<file path="src/rtl/instr_fetch.sv">
// Instruction fetch front end: ROM word fetch into a 4-halfword buffer, split into 32-bit / compressed instructions.
// Build option: define FETCH_C_EN to decode compressed instructions; without it every head is a 32-bit instruction.
module instr_fetch #(
    parameter logic [7:0] RESET_PC = 8'h00
) (
    input  logic        iCLK,
    input  logic        iRST,
    output logic        oROM_RD,
    output logic [7:0]  oROM_ADDR,
    input  logic [31:0] iROM_DATA,
    input  logic        iROM_VALID,
    input  logic        iREDIR,
    input  logic [7:0]  iREDIR_PC,
    output logic        oVALID,
    input  logic        iREADY,
    output logic [7:0]  oPC,
    output logic [31:0] oIR,
    output logic [15:0] oIR_C,
    output logic [6:0]  oOPCODE,
    output logic        oILL
);

    typedef enum logic [1:0] {IDLE, WAIT, DROP} state_t;

    state_t            state_reg, state_next;
    logic [7:0]        pc_reg, pc_next;
    logic [7:0]        fa_reg, fa_next;
    logic              sk_reg, sk_next;
    logic [2:0]        cnt_reg, cnt_next;
    logic [3:0][15:0]  buf_reg, buf_next;
    logic [3:0][15:0]  shift_buf;

    logic              head_is32;
    logic [2:0]        need;
    logic              head_valid;
    logic              fire;
    logic [2:0]        used;
    logic [2:0]        cnt_left;
    logic [2:0]        added;
    logic              append;

`ifdef FETCH_C_EN
    assign head_is32 = (buf_reg[0][1:0] == 2'b11);
`else
    assign head_is32 = 1'b1;
`endif

    assign need       = head_is32 ? 3'd2 : 3'd1;
    assign head_valid = (cnt_reg >= need);
    // A redirect in the same cycle overrides the consume.
    assign fire       = head_valid && iREADY && !iREDIR;
    assign used       = fire ? need : 3'd0;
    assign cnt_left   = cnt_reg - used;
    assign append     = (state_reg == WAIT) && iROM_VALID && !iREDIR;
    assign added      = !append ? 3'd0 : (sk_reg ? 3'd1 : 3'd2);

    // Per-slot shift by the consumed length, then append the fetched halfwords after the survivors.
    generate
        for (genvar gi = 0; gi < 4; gi++) begin : g_slot
            localparam logic [2:0] SLOT = 3'(gi);
            if (gi < 2) begin : g_full
                assign shift_buf[gi] = (used == 3'd2) ? buf_reg[gi+2] :
                                       (used == 3'd1) ? buf_reg[gi+1] : buf_reg[gi];
            end else if (gi < 3) begin : g_part
                assign shift_buf[gi] = (used != 3'd0) ? buf_reg[3] : buf_reg[2];
            end else begin : g_last
                assign shift_buf[gi] = buf_reg[3];
            end

            assign buf_next[gi] = !append ? shift_buf[gi] :
                                  sk_reg  ? ((cnt_left == SLOT) ? iROM_DATA[31:16] : shift_buf[gi]) :
                                  (cnt_left == SLOT)         ? iROM_DATA[15:0]  :
                                  (cnt_left + 3'd1 == SLOT)  ? iROM_DATA[31:16] : shift_buf[gi];
        end
    endgenerate

    always_comb begin
        state_next = state_reg;
        pc_next    = pc_reg;
        fa_next    = fa_reg;
        sk_next    = sk_reg;
        cnt_next   = cnt_left + added;

        if (fire) begin
            pc_next = pc_reg + (head_is32 ? 8'd4 : 8'd2);
        end

        case (state_reg)
            IDLE: begin
                if (!iREDIR && cnt_left <= 3'd2) begin
                    state_next = WAIT;
                end
            end
            WAIT: begin
                if (iROM_VALID) begin
                    state_next = IDLE;
                    if (!iREDIR) begin
                        fa_next = fa_reg + 8'd4;
                        sk_next = 1'b0;
                    end
                end else if (iREDIR) begin
                    state_next = DROP;
                end
            end
            DROP: begin
                if (iROM_VALID) begin
                    state_next = IDLE;
                end
            end
            default: state_next = IDLE;
        endcase

        if (iREDIR) begin
            cnt_next = 3'd0;
            pc_next  = iREDIR_PC & 8'hFE;
            fa_next  = {iREDIR_PC[7:2], 2'b00};
            sk_next  = iREDIR_PC[1];
        end
    end

    always_ff @(posedge iCLK or negedge iRST) begin
        if (!iRST) begin
            state_reg <= IDLE;
            pc_reg    <= RESET_PC & 8'hFE;
            fa_reg    <= {RESET_PC[7:2], 2'b00};
            sk_reg    <= RESET_PC[1];
            cnt_reg   <= 3'd0;
            buf_reg   <= '0;
        end else begin
            state_reg <= state_next;
            pc_reg    <= pc_next;
            fa_reg    <= fa_next;
            sk_reg    <= sk_next;
            cnt_reg   <= cnt_next;
            buf_reg   <= buf_next;
        end
    end

    assign oROM_RD   = (state_reg != IDLE);
    assign oROM_ADDR = fa_reg;
    assign oVALID    = head_valid;
    assign oPC       = pc_reg;

    always_comb begin
        oIR = 32'h0000_0013;
        if (head_valid && head_is32) begin
            oIR = {buf_reg[1], buf_reg[0]};
        end
    end

    assign oOPCODE = oIR[6:0];

`ifdef FETCH_C_EN
    assign oIR_C = (head_valid && !head_is32) ? buf_reg[0] : 16'hFFFF;
    assign oILL  = 1'b0;
`else
    // Marks the first instruction after a redirect to a halfword-aligned target.
    logic ill_first_reg;

    always_ff @(posedge iCLK or negedge iRST) begin
        if (!iRST) begin
            ill_first_reg <= 1'b0;
        end else if (iREDIR) begin
            ill_first_reg <= iREDIR_PC[1];
        end else if (fire) begin
            ill_first_reg <= 1'b0;
        end
    end

    assign oIR_C = 16'hFFFF;
    assign oILL  = head_valid && ((buf_reg[0][1:0] != 2'b11) || ill_first_reg);
`endif

endmodule

</file>
<file path="config.mk">
export PLATFORM = sky130hd
export DESIGN_NAME = instr_fetch
export DESIGN_NICKNAME = d
export VERILOG_FILES = /design/src/rtl/instr_fetch.sv
export SDC_FILE = /design/constraint.sdc
export NUM_CORES = 1
export LEC_CHECK = 0
export CAP_MARGIN = 0
export CORE_MARGIN = 4
export CORE_UTILIZATION = 35
export DETAILED_ROUTE_END_ITERATION = 12
export SYNTH_ARGS = -nofsm -noshare
export SYNTH_HDL_FRONTEND = slang
export SYNTH_SLANG_ARGS = --single-unit
</file>
<file path="constraint.sdc">
create_clock -name iCLK -period 3.34 [get_ports iCLK]
set_input_delay 0.668 -clock iCLK [delete_from_list [all_inputs] [get_ports iCLK]]
set_output_delay 0.668 -clock iCLK [all_outputs]
set_load 0.005 [all_outputs]
</file>
# ---- Yosys cells after proc, flatten, opt, wreduce, memory -nomap -nowiden
# Index checks and enable logic that the tools add are counted.
dict set report totals {
  register_bits 87
  input_bits 45
  output_inout_bits 74
  wordCells 96
}
dict set report classes {
  n_addsub 5
  order_cmp 2
  n_eq_ne 15
  muxes 44
  reduce_logical 20
}
# operator count
set op_table {}
lappend op_table {{2-to-1 mux 16 bit} 24}
lappend op_table {{2-to-1 mux 8 bit} 5}
lappend op_table {{2-to-1 mux 32 bit} 1}
lappend op_table {{adder 8 x 3 -> 8 bit (second input constant)} 2}
lappend op_table {{2-to-1 mux 2 bit} 7}
lappend op_table {{== test 3 x 2 -> 1 bit (second input constant)} 4}
lappend op_table {{nonzero test 2 bit} 5}
lappend op_table {{== test 3 x 1 -> 1 bit (second input constant)} 2}
lappend op_table {{logical AND 1 bit} 6}
lappend op_table {{logical NOT 3 bit} 2}
lappend op_table {{!= test 2 bit (second input constant)} 3}
lappend op_table {{one-hot mux 2 bit (3 select lines)} 1}
lappend op_table {{AND reduction 3 bit} 2}
lappend op_table {{2-to-1 mux 1 bit} 5}
lappend op_table {{== test 2 x 1 -> 1 bit (second input constant)} 2}
lappend op_table {{== test 2 bit (second input constant)} 2}
lappend op_table {{adder 3 x 1 -> 3 bit (second input constant)} 1}
lappend op_table {{adder 3 x 2 -> 3 bit} 1}
lappend op_table {{>= comparator 3 x 2 -> 1 bit (second input constant)} 1}
lappend op_table {{<= comparator 3 x 2 -> 1 bit (second input constant)} 1}
lappend op_table {{2-to-1 mux 3 bit} 1}
lappend op_table {{!= test 3 bit (second input constant)} 1}
lappend op_table {{nonzero test 3 bit} 1}
lappend op_table {{subtractor 3 x 2 -> 3 bit} 1}
lappend op_table {{other kinds (5)} 5}

# ---- Longest topological paths before layout
dict set report depth {
  ltp_word 11
  mapped_depth 8
  depth_no_buf 7
}

# ---- Least setup slack after synthesis
# Ideal clock, no wire load.
dict set report synth_path {
  kind {register to output}
  startpoint {reg cnt_reg[2]}
  endpoint {out oOPCODE[2]}
  t_arrival_ns 1.506
  required_ns 2.672
  setup_slack_ns 1.166
  path_stages_with_launch 8
  path_buffers 4
  cell_sequence {dfrtp_1 buf_2 nor2_1 inv_2 clkbuf_1 clkbuf_1 and2_1 buf_4}
}
dict set report synth_between {
  elab_chain_cells 2
}
# item line_no
set synth_lines {}
lappend synth_lines {{start, declared} 29} ;# logic [2:0] cnt_reg, cnt_next;
lappend synth_lines {{start signal, assigned} 134} ;# cnt_reg <= cnt_next;
lappend synth_lines {{>= comparator 3 x 2 -> 1 bit} 49} ;# assign head_valid = (cnt_reg >= need);
lappend synth_lines {{net oVALID} 14} ;# output logic oVALID,
lappend synth_lines {{2-to-1 mux 32 bit} 146} ;# if (head_valid && head_is32) begin
lappend synth_lines {{end, declared} 19} ;# output logic [6:0] oOPCODE,
# The timed path passes the listed nets, and every way through them passes these cells.

# ---- Worst setup path after layout
dict set report layout_path {
  startpoint {reg cnt_reg[1]}
  endpoint {out oIR[30]}
}
dict set report layout_between {
  elab_chain_cells 2
}
# item line_no
set layout_lines {}
lappend layout_lines {{>= comparator 3 x 2 -> 1 bit} 49}
lappend layout_lines {{2-to-1 mux 32 bit} 146}
lappend layout_lines {{end, declared} 17} ;# output logic [31:0] oIR,
# No other way between the ends.

==> out/metrics.cfg <==
[run_status]
outcome=complete, no violations

[logic_synthesis]
netlist_instances=556
syn_area_mm2=0.00529
synth_top_family_by_area=compound AO/OA/AOI/OAI gates
async_flop_share_pct=100
netlist.area_leader.share_pct=39.7
synth-edff-count=0
ys_seq_area_share_pct=39.7
synth-adder-area-share_pct=1.09
ys_warn_count=0
yosysTopAreaCell=dfrtp_1
avgSynthCellArea_um2=9.52
synth-seq-cells=84
synthSimpleGateAreaFrac_pct=16.2
synth-xor-area-share_pct=1.82
ys_types=57
synthTopCellsByArea=dfrtp_1, mux2i_1, o221ai_1
synthMuxAreaShare_pct=9.36
synthFlopType=dfrtp_1
synth_compound_area_share_pct=21.8

[worst_setup_path]
critPathMaxFanout=41
cp_slowest_stage_delay_ps=450
crit_path_start_kind=register
crit_arrival_ps=2160
worstPathCellList=nor2_1 -> inv_2 -> and2_1 -> clkdlybuf4s50_1
path_class=reg -> out
endpoint_kind=output port
cp_top_family=buffers and inverters
crit_required_ps=2670
critPathSlowestCell=clkdlybuf4s50_1
critPathBufInv=2

[floorplan]
core_area_mm2=0.0146
start_util_pct=36.1
die_y_um=131
die_w_um=131
ios=119
die-area_mm2=0.0171
num_rows=44

[detailed_routing]
finalWirelength_um=16100
first_pass_iters=7
drcViolationCount=0
post_drt_via_cell_ratio=5.65
post_drt_wl_per_cell_um=19.5
dr_total_vias=4662
ant_nets=0
drtIter0Drc=394

[timing]
whs_ps=348
finalMaxSlewViolations=0
setup_viol=0
max_freq_mhz=353
rsz0062_at_grt=no
relSlewSlack_pct=57.8
hold_viol=0
tns_ps=0
tightest_slew_ps=633
fin_skew_ps=10.5
timing.final.crit_share_pct=84.7
fin_crit_ps=2830

[cells_and_area]
stdcell_count=825
final_cell_mix=clkdlybuf4s50_1, dfrtp_1, nand2_1, mux2i_1, o221ai_1
fill_cells=1394
nNetsFinal=685
drive_above_1_share_pct=10.5
multiInputGateArea_mm2=0.00274
seqCellArea_mm2=0.00210
largest_register_ffs=64
final_common_cell=clkdlybuf4s50_1
antennaDiodeCount=0
area_growth_pct=25.8
utilization_pct=45.4

[clock_tree]
cts-buffers-inserted=9
clock_path_buffers=2
cts_root_buf=clkbuf_16
postCtsSetupBuffers=0
clk_pin_slew_ps=70
cts_tree=yes
h-tree-depth=3
clkLatencyLatePin_ps=350
cts.sinks=84
ctsResizeCount=0
ctsHoldBuffers=0

[global_routing]
grt_max_degree=85
overflow=0
grt_util_all_layers_pct=19.1
antenna_found_initial=0
grt_pass1_wl_um=25300
grt_pass1_vias=4655

[min_path]
hold_class=in -> async

[placement]
dp.cells=809
port_buffers=98
place.gp.congestion=0.818
dpl.hpwl_um=10800

[job]
cap_violations=0

[power]
leakage_nw=2.77
power.density_mw_per_mm2=464
irDropWorstVdd_uv=214

==> synthesized netlist by cell type (2+ instances only) <==
| library cell | number |
|---|---|
| and2_1 | 31 |
| a32oi_1 | 9 |
| o22ai_1 | 8 |
| a211oi_1 | 17 |
| a21oi_1 | 25 |
| buf_4 | 32 |
| nand2_1 | 53 |
| clkbuf_1 | 18 |
| mux2i_1 | 36 |
| dfrtp_1 | 84 |
| buf_6 | 5 |
| mux2_2 | 12 |
| o221ai_1 | 32 |
| a2bb2oi_1 | 16 |
| nor3_1 | 4 |
| nand4_1 | 4 |
| o21ai_0 | 29 |
| a22oi_1 | 6 |
| nor2_4 | 2 |
| buf_2 | 14 |
| nand3b_1 | 2 |
| nor2b_1 | 3 |
| nor2_1 | 13 |
| xor2_1 | 2 |
| nand3_1 | 17 |
| ha_1 | 3 |
| and3_1 | 8 |
| conb_1 | 2 |
| a31oi_1 | 3 |
| nand2b_1 | 12 |
| inv_1 | 20 |
| xnor2_1 | 9 |
==> layout make-up <==
class | count | area share (%)
inverters | 22 | 1.24
flip-flops and latches | 84 | 31.6
clock buffers | 11 | 3.65
clock inverters | 5 | 1.28
well taps | 184 | 3.46
multi-input cells | 398 | 41.1
repair buffers | 121 | 17.7
==> report_power, final <==
group	leakage (nW)	internal, mW	switching [mW]	total [mW]
Combinational	1.54	0.334	0.290	0.623
Sequential	1.07	1.22	0.137	1.36
Clock	0.156	0.679	0.425	1.10
==> cells by family (layout without fill, tap and decap cells) <==
logic type	count (synthesis)	count (layout)
flip-flops	84	84
AO/OA/AOI/OAI	156	156
other	2	19
adder cells (fa/ha/maj)	4	4
buffers and inverters	91	159
multiplexers	48	48
XOR/XNOR	11	11
AND/OR/NAND/NOR	160	160
==> layer usage <==
layer,vias up,part of all wire [%],global-route usage (%)
li1,2153,-,-
met1,2261,42,25.4
met2,218,47,30.6
met3,30,8.1,4.07
met4,0,2.4,7.26
met5,-,0,0
==> worst paths after layout <==
check | startpoint | endpoint | slack (ps) | depth (start not counted)
setup reg to reg | cnt_reg[1] | buf_reg[44] | 1180 | 6
max in group asynchronous | iRST | buf_reg[62] | 2620 | 2
hold / removal | iRST | buf_reg[10] | 350 | 2
min in group iCLK | oPC[1] | oPC[1] | 530 | 2
hold reg to reg | oPC[1] | oPC[1] | 530 | 2
setup / recovery | cnt_reg[1] | oIR[30] | 510 | 4
==> stage by stage <==
step                setup slack, ps  cell area [um^2]  total power [mW]
floorplan                      1170              5360              1.73
global placement                452              6330              1.97
detailed placement              403              6330              2.00
CTS                             449              6660              3.11
global route                    373              6660              3.25
finish                          509              6660              3.09
Note: power is estimated with default switching activity, not from simulation.
